<file path="config.mk">
export PLATFORM = sky130hd
export DESIGN_NAME = coin_accumulator_flat
export DESIGN_NICKNAME = d
export VERILOG_FILES = /design/src/rtl/vend_pkg.sv /design/src/rtl/coin_accumulator_if.sv /design/src/rtl/edge_detect_vec.sv /design/src/rtl/coin_accumulator.sv /design/src/flat_wrapper.sv
export SDC_FILE = /design/constraint.sdc
export NUM_CORES = 1
export LEC_CHECK = 0
export CAP_MARGIN = 20
export CORE_ASPECT_RATIO = 1.25
export CORE_MARGIN = 2
export CORE_UTILIZATION = 33
export DETAILED_ROUTE_END_ITERATION = 12
export DONT_BUFFER_PORTS = 1
export MAX_ROUTING_LAYER = met4
export PLACE_DENSITY = 0.56
export SLEW_MARGIN = 30
export SYNTH_ARGS = -nofsm -noshare
export SYNTH_HDL_FRONTEND = slang
export SYNTH_SLANG_ARGS = --single-unit
</file>
<file path="constraint.sdc">
create_clock -name clk -period 6 [get_ports clk]
set_input_delay 0.9 -clock clk [delete_from_list [all_inputs] [get_ports clk]]
set_output_delay 0.9 -clock clk [all_outputs]
set_load 0.03 [all_outputs]
</file>
<file path="src/rtl/vend_pkg.sv">
// Shared types and constants for the coin accumulator datapath.
package vend_pkg;

    typedef enum logic [1:0] {
        IDLE = 2'd0,
        PAY  = 2'd1,
        GAP  = 2'd2
    } state_t;

    // Channel 0 sits in the low byte and is the largest denomination.
    localparam logic [23:0] DEFAULT_COIN_VALUES = {8'd1, 8'd5, 8'd10};

    function automatic int coin_sum_width(input int num_coin, input int value_w);
        return value_w + $clog2(num_coin) + 1;
    endfunction

endpackage

</file>
<file path="src/rtl/coin_accumulator_if.sv">
// Handshake bundle between the debouncers, the accumulator and the dispense logic.
interface coin_accumulator_if #(
    parameter int NUM_COIN = 3,
    parameter int VALUE_W  = 8
);
    logic [NUM_COIN-1:0] coin_in;
    logic                buy;
    logic [VALUE_W-1:0]  price;
    logic                refund;
    logic [VALUE_W-1:0]  balance;
    logic                vend_ok;
    logic                vend_fail;
    logic                coin_reject;
    logic [NUM_COIN-1:0] change_out;
    logic                busy;

    modport master (
        output coin_in, buy, price, refund,
        input  balance, vend_ok, vend_fail, coin_reject, change_out, busy
    );

    modport slave (
        input  coin_in, buy, price, refund,
        output balance, vend_ok, vend_fail, coin_reject, change_out, busy
    );
endinterface

</file>
<file path="src/rtl/edge_detect_vec.sv">
// Rising-edge detector for a vector of debounced levels.
// History resets high so a level held across reset release is not seen as an edge.
module edge_detect_vec #(
    parameter int WIDTH = 1
) (
    input  logic             clk,
    input  logic             rst_n,
    input  logic [WIDTH-1:0] level,
    output logic [WIDTH-1:0] rise
);
    logic [WIDTH-1:0] prev_r;

    // Level history register
    always_ff @(posedge clk or negedge rst_n) begin
        if (!rst_n) begin
            prev_r <= {WIDTH{1'b1}};
        end else begin
            prev_r <= level;
        end
    end

    assign rise = level & ~prev_r;
endmodule

</file>
<file path="src/rtl/coin_accumulator.sv">
// Multi-channel coin credit accumulator with saturating ceiling, purchase
// deduction and a paced greedy change dispenser.
module coin_accumulator
    import vend_pkg::*;
#(
    parameter int                          NUM_COIN    = 3,
    parameter int                          VALUE_W     = 8,
    parameter int                          MAX_VALUE   = 255,
    parameter logic [NUM_COIN*VALUE_W-1:0] COIN_VALUES = DEFAULT_COIN_VALUES,
    parameter int                          PAY_GAP     = 4
) (
    input  logic               clk,
    input  logic               rst_n,
    coin_accumulator_if.slave  bus
);
    localparam int CW = coin_sum_width(NUM_COIN, VALUE_W);
    localparam int GW = (PAY_GAP > 1) ? $clog2(PAY_GAP) : 1;

    logic [NUM_COIN+1:0] rise_s;
    logic [NUM_COIN-1:0] coin_rise_s;
    logic                buy_rise_s;
    logic                refund_rise_s;

    state_t              state_r, state_next_s;
    logic [GW-1:0]       gap_cnt_r, gap_cnt_next_s;
    logic [VALUE_W-1:0]  balance_r, balance_next_s;
    logic                vend_ok_r, vend_ok_next_s;
    logic                vend_fail_r, vend_fail_next_s;
    logic                coin_reject_r, coin_reject_next_s;
    logic [NUM_COIN-1:0] change_r, change_next_s;
    logic                busy_r;

    logic [CW-1:0]       coin_sum_s;
    logic [CW-1:0]       candidate_s;
    logic                buy_ok_s;
    logic                use_price_s;
    logic                pay_found_s;
    logic [NUM_COIN-1:0] pay_onehot_s;
    logic [VALUE_W-1:0]  pay_value_s;

    edge_detect_vec #(
        .WIDTH (NUM_COIN + 2)
    ) u_edge (
        .clk   (clk),
        .rst_n (rst_n),
        .level ({bus.refund, bus.buy, bus.coin_in}),
        .rise  (rise_s)
    );

    assign coin_rise_s   = rise_s[NUM_COIN-1:0];
    assign buy_rise_s    = rise_s[NUM_COIN];
    assign refund_rise_s = rise_s[NUM_COIN+1];

    // Sum of denominations for every channel that rose this cycle
    always_comb begin
        coin_sum_s = {CW{1'b0}};
        for (int i = 0; i < NUM_COIN; i++) begin
            if (coin_rise_s[i]) begin
                coin_sum_s = coin_sum_s + CW'(COIN_VALUES[i*VALUE_W +: VALUE_W]);
            end else begin
                coin_sum_s = coin_sum_s;
            end
        end
    end

    // Greedy pick: scanning downwards leaves the lowest (largest) fitting channel
    always_comb begin
        pay_found_s  = 1'b0;
        pay_onehot_s = {NUM_COIN{1'b0}};
        pay_value_s  = {VALUE_W{1'b0}};
        for (int i = NUM_COIN - 1; i >= 0; i--) begin
            if (COIN_VALUES[i*VALUE_W +: VALUE_W] <= balance_r) begin
                pay_found_s     = 1'b1;
                pay_onehot_s    = {NUM_COIN{1'b0}};
                pay_onehot_s[i] = 1'b1;
                pay_value_s     = COIN_VALUES[i*VALUE_W +: VALUE_W];
            end else begin
                pay_found_s = pay_found_s;
            end
        end
    end

    assign buy_ok_s    = (balance_r >= bus.price);
    assign use_price_s = buy_rise_s & buy_ok_s;
    assign candidate_s = CW'(balance_r) + coin_sum_s
                       - (use_price_s ? CW'(bus.price) : {CW{1'b0}});

    // Next-state and next-output logic
    always_comb begin
        state_next_s       = state_r;
        gap_cnt_next_s     = gap_cnt_r;
        balance_next_s     = balance_r;
        vend_ok_next_s     = 1'b0;
        vend_fail_next_s   = 1'b0;
        coin_reject_next_s = 1'b0;
        change_next_s      = {NUM_COIN{1'b0}};

        case (state_r)
            IDLE: begin
                if (refund_rise_s) begin
                    state_next_s       = PAY;
                    coin_reject_next_s = |coin_rise_s;
                    vend_fail_next_s   = buy_rise_s;
                end else begin
                    vend_ok_next_s   = use_price_s;
                    vend_fail_next_s = buy_rise_s & ~buy_ok_s;
                    // Overflow drops all of this cycle's coins but keeps the purchase
                    if (candidate_s > CW'(MAX_VALUE)) begin
                        coin_reject_next_s = 1'b1;
                        balance_next_s     = use_price_s ? (balance_r - bus.price) : balance_r;
                    end else begin
                        balance_next_s = candidate_s[VALUE_W-1:0];
                    end
                end
            end
            PAY: begin
                coin_reject_next_s = |coin_rise_s;
                vend_fail_next_s   = buy_rise_s;
                if (pay_found_s) begin
                    change_next_s  = pay_onehot_s;
                    balance_next_s = balance_r - pay_value_s;
                    gap_cnt_next_s = GW'(PAY_GAP - 1);
                    if (PAY_GAP == 1) begin
                        state_next_s = PAY;
                    end else begin
                        state_next_s = GAP;
                    end
                end else begin
                    state_next_s = IDLE;
                end
            end
            GAP: begin
                coin_reject_next_s = |coin_rise_s;
                vend_fail_next_s   = buy_rise_s;
                gap_cnt_next_s     = gap_cnt_r - GW'(1);
                if (gap_cnt_r <= GW'(1)) begin
                    state_next_s = PAY;
                end else begin
                    state_next_s = GAP;
                end
            end
            default: begin
                state_next_s   = IDLE;
                gap_cnt_next_s = {GW{1'b0}};
            end
        endcase
    end

    // State and registered outputs
    always_ff @(posedge clk or negedge rst_n) begin
        if (!rst_n) begin
            state_r       <= IDLE;
            gap_cnt_r     <= {GW{1'b0}};
            balance_r     <= {VALUE_W{1'b0}};
            vend_ok_r     <= 1'b0;
            vend_fail_r   <= 1'b0;
            coin_reject_r <= 1'b0;
            change_r      <= {NUM_COIN{1'b0}};
            busy_r        <= 1'b0;
        end else begin
            state_r       <= state_next_s;
            gap_cnt_r     <= gap_cnt_next_s;
            balance_r     <= balance_next_s;
            vend_ok_r     <= vend_ok_next_s;
            vend_fail_r   <= vend_fail_next_s;
            coin_reject_r <= coin_reject_next_s;
            change_r      <= change_next_s;
            busy_r        <= (state_next_s != IDLE);
        end
    end

    assign bus.balance     = balance_r;
    assign bus.vend_ok     = vend_ok_r;
    assign bus.vend_fail   = vend_fail_r;
    assign bus.coin_reject = coin_reject_r;
    assign bus.change_out  = change_r;
    assign bus.busy        = busy_r;
endmodule

</file>
<file path="src/flat_wrapper.sv">
// flat-port wrapper written by rule: the top's interface ports become plain ports
module coin_accumulator_flat import vend_pkg::*;
#(
    parameter int                          NUM_COIN    = 3,
    parameter int                          VALUE_W     = 8,
    parameter int                          MAX_VALUE   = 255,
    parameter logic [NUM_COIN*VALUE_W-1:0] COIN_VALUES = DEFAULT_COIN_VALUES,
    parameter int                          PAY_GAP     = 4
)
  (clk, rst_n, bus_coin_in, bus_buy, bus_price, bus_refund, bus_balance, bus_vend_ok, bus_vend_fail, bus_coin_reject, bus_change_out, bus_busy);
  coin_accumulator_if #(.NUM_COIN(NUM_COIN), .VALUE_W(VALUE_W)) bus_i ();
  input  logic clk;
  input  logic rst_n;
  input wire logic [$bits(bus_i.coin_in)-1:0] bus_coin_in;
  input wire logic [$bits(bus_i.buy)-1:0] bus_buy;
  input wire logic [$bits(bus_i.price)-1:0] bus_price;
  input wire logic [$bits(bus_i.refund)-1:0] bus_refund;
  output wire logic [$bits(bus_i.balance)-1:0] bus_balance;
  output wire logic [$bits(bus_i.vend_ok)-1:0] bus_vend_ok;
  output wire logic [$bits(bus_i.vend_fail)-1:0] bus_vend_fail;
  output wire logic [$bits(bus_i.coin_reject)-1:0] bus_coin_reject;
  output wire logic [$bits(bus_i.change_out)-1:0] bus_change_out;
  output wire logic [$bits(bus_i.busy)-1:0] bus_busy;
  assign bus_i.coin_in = bus_coin_in;
  assign bus_i.buy = bus_buy;
  assign bus_i.price = bus_price;
  assign bus_i.refund = bus_refund;
  assign bus_balance = bus_i.balance;
  assign bus_vend_ok = bus_i.vend_ok;
  assign bus_vend_fail = bus_i.vend_fail;
  assign bus_coin_reject = bus_i.coin_reject;
  assign bus_change_out = bus_i.change_out;
  assign bus_busy = bus_i.busy;
  coin_accumulator #(.NUM_COIN(NUM_COIN), .VALUE_W(VALUE_W), .MAX_VALUE(MAX_VALUE), .COIN_VALUES(COIN_VALUES), .PAY_GAP(PAY_GAP)) u_core (.clk(clk), .rst_n(rst_n), .bus(bus_i));
endmodule
</file>
# --- After elaboration in Yosys (flattened, before gate mapping) ---
# Cells that the tools add are included.
op_classes:
  bitwise: 6
  n_mux: 33
  n_reduce_logical: 7
  n_addsub: 7
  n_mul: 0
  div_mod_pow: 0
  n_eq_ne: 5
  n_shift: 0
  order_cmp: 6
ops:
  columns: ["cell", "n"]
  rows:
  - ["$mux W8", 5]
  - ["$mux W11", 2]
  - ["$mux W3", 6]
  - ["$pmux W8 S2", 1]
  - ["$pmux W2 S3", 2]
  - ["$add A11 B1 Y11 const B", 1]
  - ["$add A8 B11 Y11", 1]
  - ["$gt A11 B8 Y1 const B", 1]
  - ["$sub A11 B11 Y11", 1]
  - ["$mux W1", 9]
  - ["$ge A8 B8 Y1", 1]
  - ["$le A1 B8 Y1 const A", 1]
  - ["$le A3 B8 Y1 const A", 1]
  - ["$le A4 B8 Y1 const A", 1]
  - ["$mux W2", 4]
  - ["$mux W4", 2]
  - ["$sub A8 B4 Y8", 1]
  - ["$sub A8 B8 Y8", 1]
  - ["$add A4 B3 Y5 const B", 1]
  - ["$and A5 B5 Y5", 1]
  - ["$not A5 Y5", 1]
  - ["$pmux W1 S2", 2]
  - ["$reduce_and A4 Y1", 1]
  - ["$reduce_bool A2 Y1", 2]
  - ["other kinds (13)", 15]
totals:
  n_memories: 0
  inputBits: 15
  mem_bits_ro: 0
  ramBits: 0
  latch_bits: 0
  output_inout_bits: 15
  wordCells: 73
  ff_bits: 24

# --- Depth between registers and ports, before layout ---
logic_depth:
  depth_word: 13
  depth_mapped: 21

# --- By module ---
# From an unflattened synthesis, not the netlist that was laid out.
hier_totals:
  hier_cells: 296
  area_unflattened_um2: 2610.0
by_module_without_submodules:
  columns: ["module", "area_each_um2", "n_inst", "seq_area_each_um2", "cells_per_inst"]
  rows:
  - ["coin_accumulator", 2409.8, 1, 475.5, 286]
  - ["edge_detect_vec", 200.2, 1, 131.4, 10]

# --- Worst setup path after synthesis ---
# No wires, ideal clock.
synth_timing:
  path_type: "input to register"
  start: "input port bus_price[0]"
  end: "register u_core.balance_r[4], in the netlist u_core.bus.balance[4]"
  cell_stages: 19
  slack_ns: 1.226
  required_ns: 5.922
  arrival_time_ns: 4.696
  setup_ns: 0.078
  cell_sequence: "ha_1 fa_1 nand2b_1 a21oi_2 o211ai_1 a21oi_1 buf_2 and2_1 fa_1 inv_1 fa_1 a211oi_1 o21a_1 or2_4 o31ai_4 buf_6 mux2i_1 o22ai_1 a21oi_1"
synth_via:
  elab_chain_len: 8
  word_cells_on_any_way: 12
  cone_classes: "2 x add/sub; 2 x order compare; 1 x eq/ne; 5 x mux; 1 x bitwise; 1 x reduce/logical"
synth_rtl:
  columns: ["element", "line", "source"]
  rows:
  - ["start, declared", "flat_wrapper.sv:16", "input wire logic [$bits(bus_i.price)-1:0] bus_price;"]
  - ["$ge A8 B8 Y1", "coin_accumulator.sv:83", "assign buy_ok_s = (balance_r >= bus.price);"]
  - ["$and A1 B1 Y1", "coin_accumulator.sv:84", "assign use_price_s = buy_rise_s & buy_ok_s;"]
  - ["$mux W8", "coin_accumulator.sv:86", "- (use_price_s ? CW'(bus.price) : {CW{1'b0}});"]
  - ["$sub A11 B11 Y11", "coin_accumulator.sv:86", null]
  - ["$gt A11 B8 Y1", "coin_accumulator.sv:108", "if (candidate_s > CW'(MAX_VALUE)) begin"]
  - ["$mux W8", "coin_accumulator.sv:108", null]
  - ["$mux W8", "coin_accumulator.sv:100", "if (refund_rise_s) begin"]
  - ["$pmux W8 S2", "coin_accumulator.sv:98", "case (state_r)"]
  - ["end signal, assigned", "coin_accumulator.sv:154", "balance_r <= {VALUE_W{1'b0}};"]
  - ["end signal, assigned", "coin_accumulator.sv:163", "balance_r <= balance_next_s;"]
  - ["end, declared", "coin_accumulator.sv:26", "logic [VALUE_W-1:0] balance_r, balance_next_s;"]
# Several ways; a longest one is shown, not always the timed one. The select of a mux whose other input is x is not followed.
# A chain may end at the register's enable or synchronous reset.

# --- Worst setup path after layout ---
layout_timing:
  start: "register u_core.balance_r[0], in the netlist u_core.bus.balance[0]"
  end: "register u_core.balance_r[6], in the netlist u_core.bus.balance[6]"
layout_via:
  elab_chain_len: 8
  word_cells_on_any_way: 25
  cone_classes: "4 x add/sub; 5 x order compare; 2 x eq/ne; 12 x mux; 1 x bitwise; 1 x reduce/logical"
layout_rtl:
  columns: ["element", "line"]
  rows:
  - ["$ge A8 B8 Y1", "coin_accumulator.sv:83"]
  - ["$and A1 B1 Y1", "coin_accumulator.sv:84"]
  - ["$mux W8", "coin_accumulator.sv:86"]
  - ["$sub A11 B11 Y11", "coin_accumulator.sv:86"]
  - ["$gt A11 B8 Y1", "coin_accumulator.sv:108"]
  - ["$mux W8", "coin_accumulator.sv:108"]
  - ["$mux W8", "coin_accumulator.sv:100"]
  - ["$pmux W8 S2", "coin_accumulator.sv:98"]
# Several ways; a longest one is shown, not always the timed one. The select of a mux whose other input is x is not followed.

==> reports/metrics.csv <==
stage,metric,value,unit
synth,synth_area,2570,um^2
synth,synth.avg_cell_area,8.45,um^2
drt,vias_per_cell,5.20,
sta,drv_slew,0,
sta,rsz0062_at_grt,false,
clock_network,path_clk_slew,90,ps
worst_setup_path,worstSetupPathType,reg -> reg,
clock_network,cts_setup_buffers,0,
synth,synth_edf_count,0,
worst_setup_path,r2r-end,u_core.bus.balance[6],
cells_and_area,drive_above_1_share,9.51,%
clock_network,htree_levels,1,
drt,route.vias.total,2066,
die,die_area,8510,um^2
sta,clock-skew-final,2.06,ps
grt,grt_pass1_vias,2119,
sta,setup_viol,0,
grt,track_usage,15.6,%
worst_setup_path,cp.required,6190,ps
cells_and_area,regArea,607,um^2
sta,worst_pin_slew,825,ps
drt,wirelength,6180,um
synth,synthDistinctLibCells,54,
run_status,status,"complete, no violations",
placement,gp_congestion,0.880,
sta,period_share,89.7,%
die,core-area,7440,um^2
synth,syn_inst,304,
die,rows,35,
clock_network,cts_tree,built,
synth,ys_ff_latch,24,
placement,dpl.hpwl,5030,um
synth,synth_area_leaders,"dfrtp_1 (19%), ha_1 (16%), fa_1 (6.2%)",
cells_and_area,syn2layout_area_growth,7.07,%
drt,wl_per_cell,15.6,um
cells_and_area,mostFrequentLayoutCells,"inv_1 (38), ha_1 (33), nor2_1 (25)",
clock_network,numCtsBuffers,3,
grt,grt_pass1_wl,10400,um
grt,antenna_found_initial,0,
synth,postSynth.asyncResetShare,100,%
sta,maxSlewHeadroom,45.0,%
synth,synth.net_count,360,
worst_setup_path,path_max_fanout,10,
grt,grt_max_degree,25,
drt,first_pass_iters,4,
synth,yosys_warnings,0,
sta,max_freq,186,MHz
drt,drt.antenna.violating_nets,0,
clock_network,clockBufferDepth,2,
synth,synthFlopType,dfrtp_1,
worst_setup_path,worstPathArrival,5570,ps
die,die_y,103,um
synth,yosysSeqAreaShare,23.6,%
cells_and_area,antenna_cells,0,
hold_path,worstHoldPathType,in -> async,
sta,fin_tns_setup,0,ps
worst_setup_path,cp-end-kind,register,
clock_network,cts_root_buf,clkbuf_8,
cells_and_area,nets,362,
cells_and_area,final_common_cell,inv_1,
worst_setup_path,r2r_start,u_core.bus.balance[0],
die,start_util,34.5,%
clock_network,cts_sinks,24,
clock_network,cts_resized,0,
drt,drcViolationCount,0,
sta,hold_viol_final,0,
sta,fin_crit,5380,ps
run,cap_viol_max_count,0,
cells_and_area,fillCellCount,800,
synth,synth_top_area_cell,dfrtp_1,
sta,timing.hold.ws,307,ps
synth,yosysTopAreaCellShare,18.5,%
cells_and_area,multi_input_area,1780,um^2
die,fp.dieW,82.9,um
drt,drtIter0Drc,114,
clock_network,clk_latency,270,ps
clock_network,holdBufCountCts,0,
grt,grt-ovfl-total,0,
worst_setup_path,cp-start-kind,register,
placement,port_buffers,0,
worst_setup_path,rrSetupSlack,620,ps
die,ios,30,
worst_setup_path,reg2reg_depth,20,
per-stage QoR:
stage,instance area [um^2],cells,utilization (%),worst slack [ps]
final,2750,397,36.9,619
after global routing,2750,397,36.9,181
after CTS,2750,397,36.9,575
after detailed placement,2680,393,36.0,456
after global placement,2680,393,36.0,579
after floorplan,2570,304,-,1230
registers in the layout, indices dropped and copies added, names as in the netlist:
name                    flops
u_core.u_edge.prev_r        5
u_core.bus.busy             1
u_core.bus.vend_fail        1
u_core.gap_cnt_r            2
u_core.bus.coin_reject      1
u_core.bus.vend_ok          1
u_core.bus.change_out       3
u_core.bus.balance          8
u_core.state_r              2
worst max-delay path by stage:
stage / from / endpoint / slack [ps] / cells past startpoint
6_report: u_core.bus.balance[0] / u_core.bus.balance[6] / 620 / 20
5_1_grt: u_core.bus.balance[0] / u_core.bus.balance[7] / 180 / 19
4_1_cts: u_core.bus.balance[0] / u_core.bus.balance[6] / 580 / 20
3_5_place_dp: bus_price[0] / u_core.bus.balance[6] / 460 / 19
3_3_place_gp: bus_price[0] / u_core.bus.balance[5] / 580 / 19
2_1_floorplan: bus_price[0] / u_core.bus.balance[4] / 1230 / 19
synth_stat cells (2+ instances only):
master / count
o21a_1: 5
o211ai_1: 2
or3_1: 3
xor2_1: 3
o31a_1: 2
o21ai_0: 14
a211oi_2: 2
fa_1: 8
dfrtp_1: 19
a31oi_1: 7
and2_1: 5
nor4_1: 3
clkbuf_1: 5
nor2_1: 25
nand2_1: 19
nand3b_1: 4
inv_1: 38
o22ai_1: 3
o21ai_1: 3
a21o_1: 3
a21oi_1: 21
xnor2_1: 8
nor3_1: 9
a2111oi_2: 2
nand2b_1: 10
nand3_1: 2
ha_1: 33
mux2i_1: 4
nor2b_1: 4
o31ai_1: 2
nand4_1: 2
or2_2: 3
a211oi_1: 6
dfstp_2: 5
critical path: stages (launching register included):
cell and delay, ps:
dfrtp_1 550, inv_1 170, ha_1 260, fa_1 400
nand2b_1 170, a21oi_2 210, o211ai_1 150, a21oi_1 360
buf_4 230, and2_1 160, fa_1 410, inv_1 110
fa_1 240, a211oi_1 120, o21a_1 230, or2_4 250
o31ai_4 390, buf_4 250, o31a_1 380, nor2_1 90
a211oi_2 170
metal layers:
metal  part of all wire, %  GRT usage, %
met3                   3.9          2.48
met2                    51          28.0
met4                   1.1          4.16
met1                    45          18.3
met5                     0             -
cells by family (layout without fill, tap and decap cells):
family	Yosys count	count (layout)	share of synthesized area, %
AOI/OAI and AO/OA	82	82	22.3
xor gates and xnor gates	11	11	3.75
adders and majority gates	41	41	22.3
buffers and inverters	46	47	7.21
DFF	24	24	23.6
muxes	5	5	2.00
and+or+nand+nor	95	95	18.8
final cells by class:
cell class              count  area share [%]
clock buffers               3            1.50
clock inverters             1            1.09
inverters                  38            5.19
multi-input cells         234            64.6
flip-flops and latches     24            22.1
well taps                  92            4.19
repair buffers              5            1.37
Power is left out: the tool's default activity adds up to more than one toggle a clock period on the data nets, which glitch-free logic cannot reach.
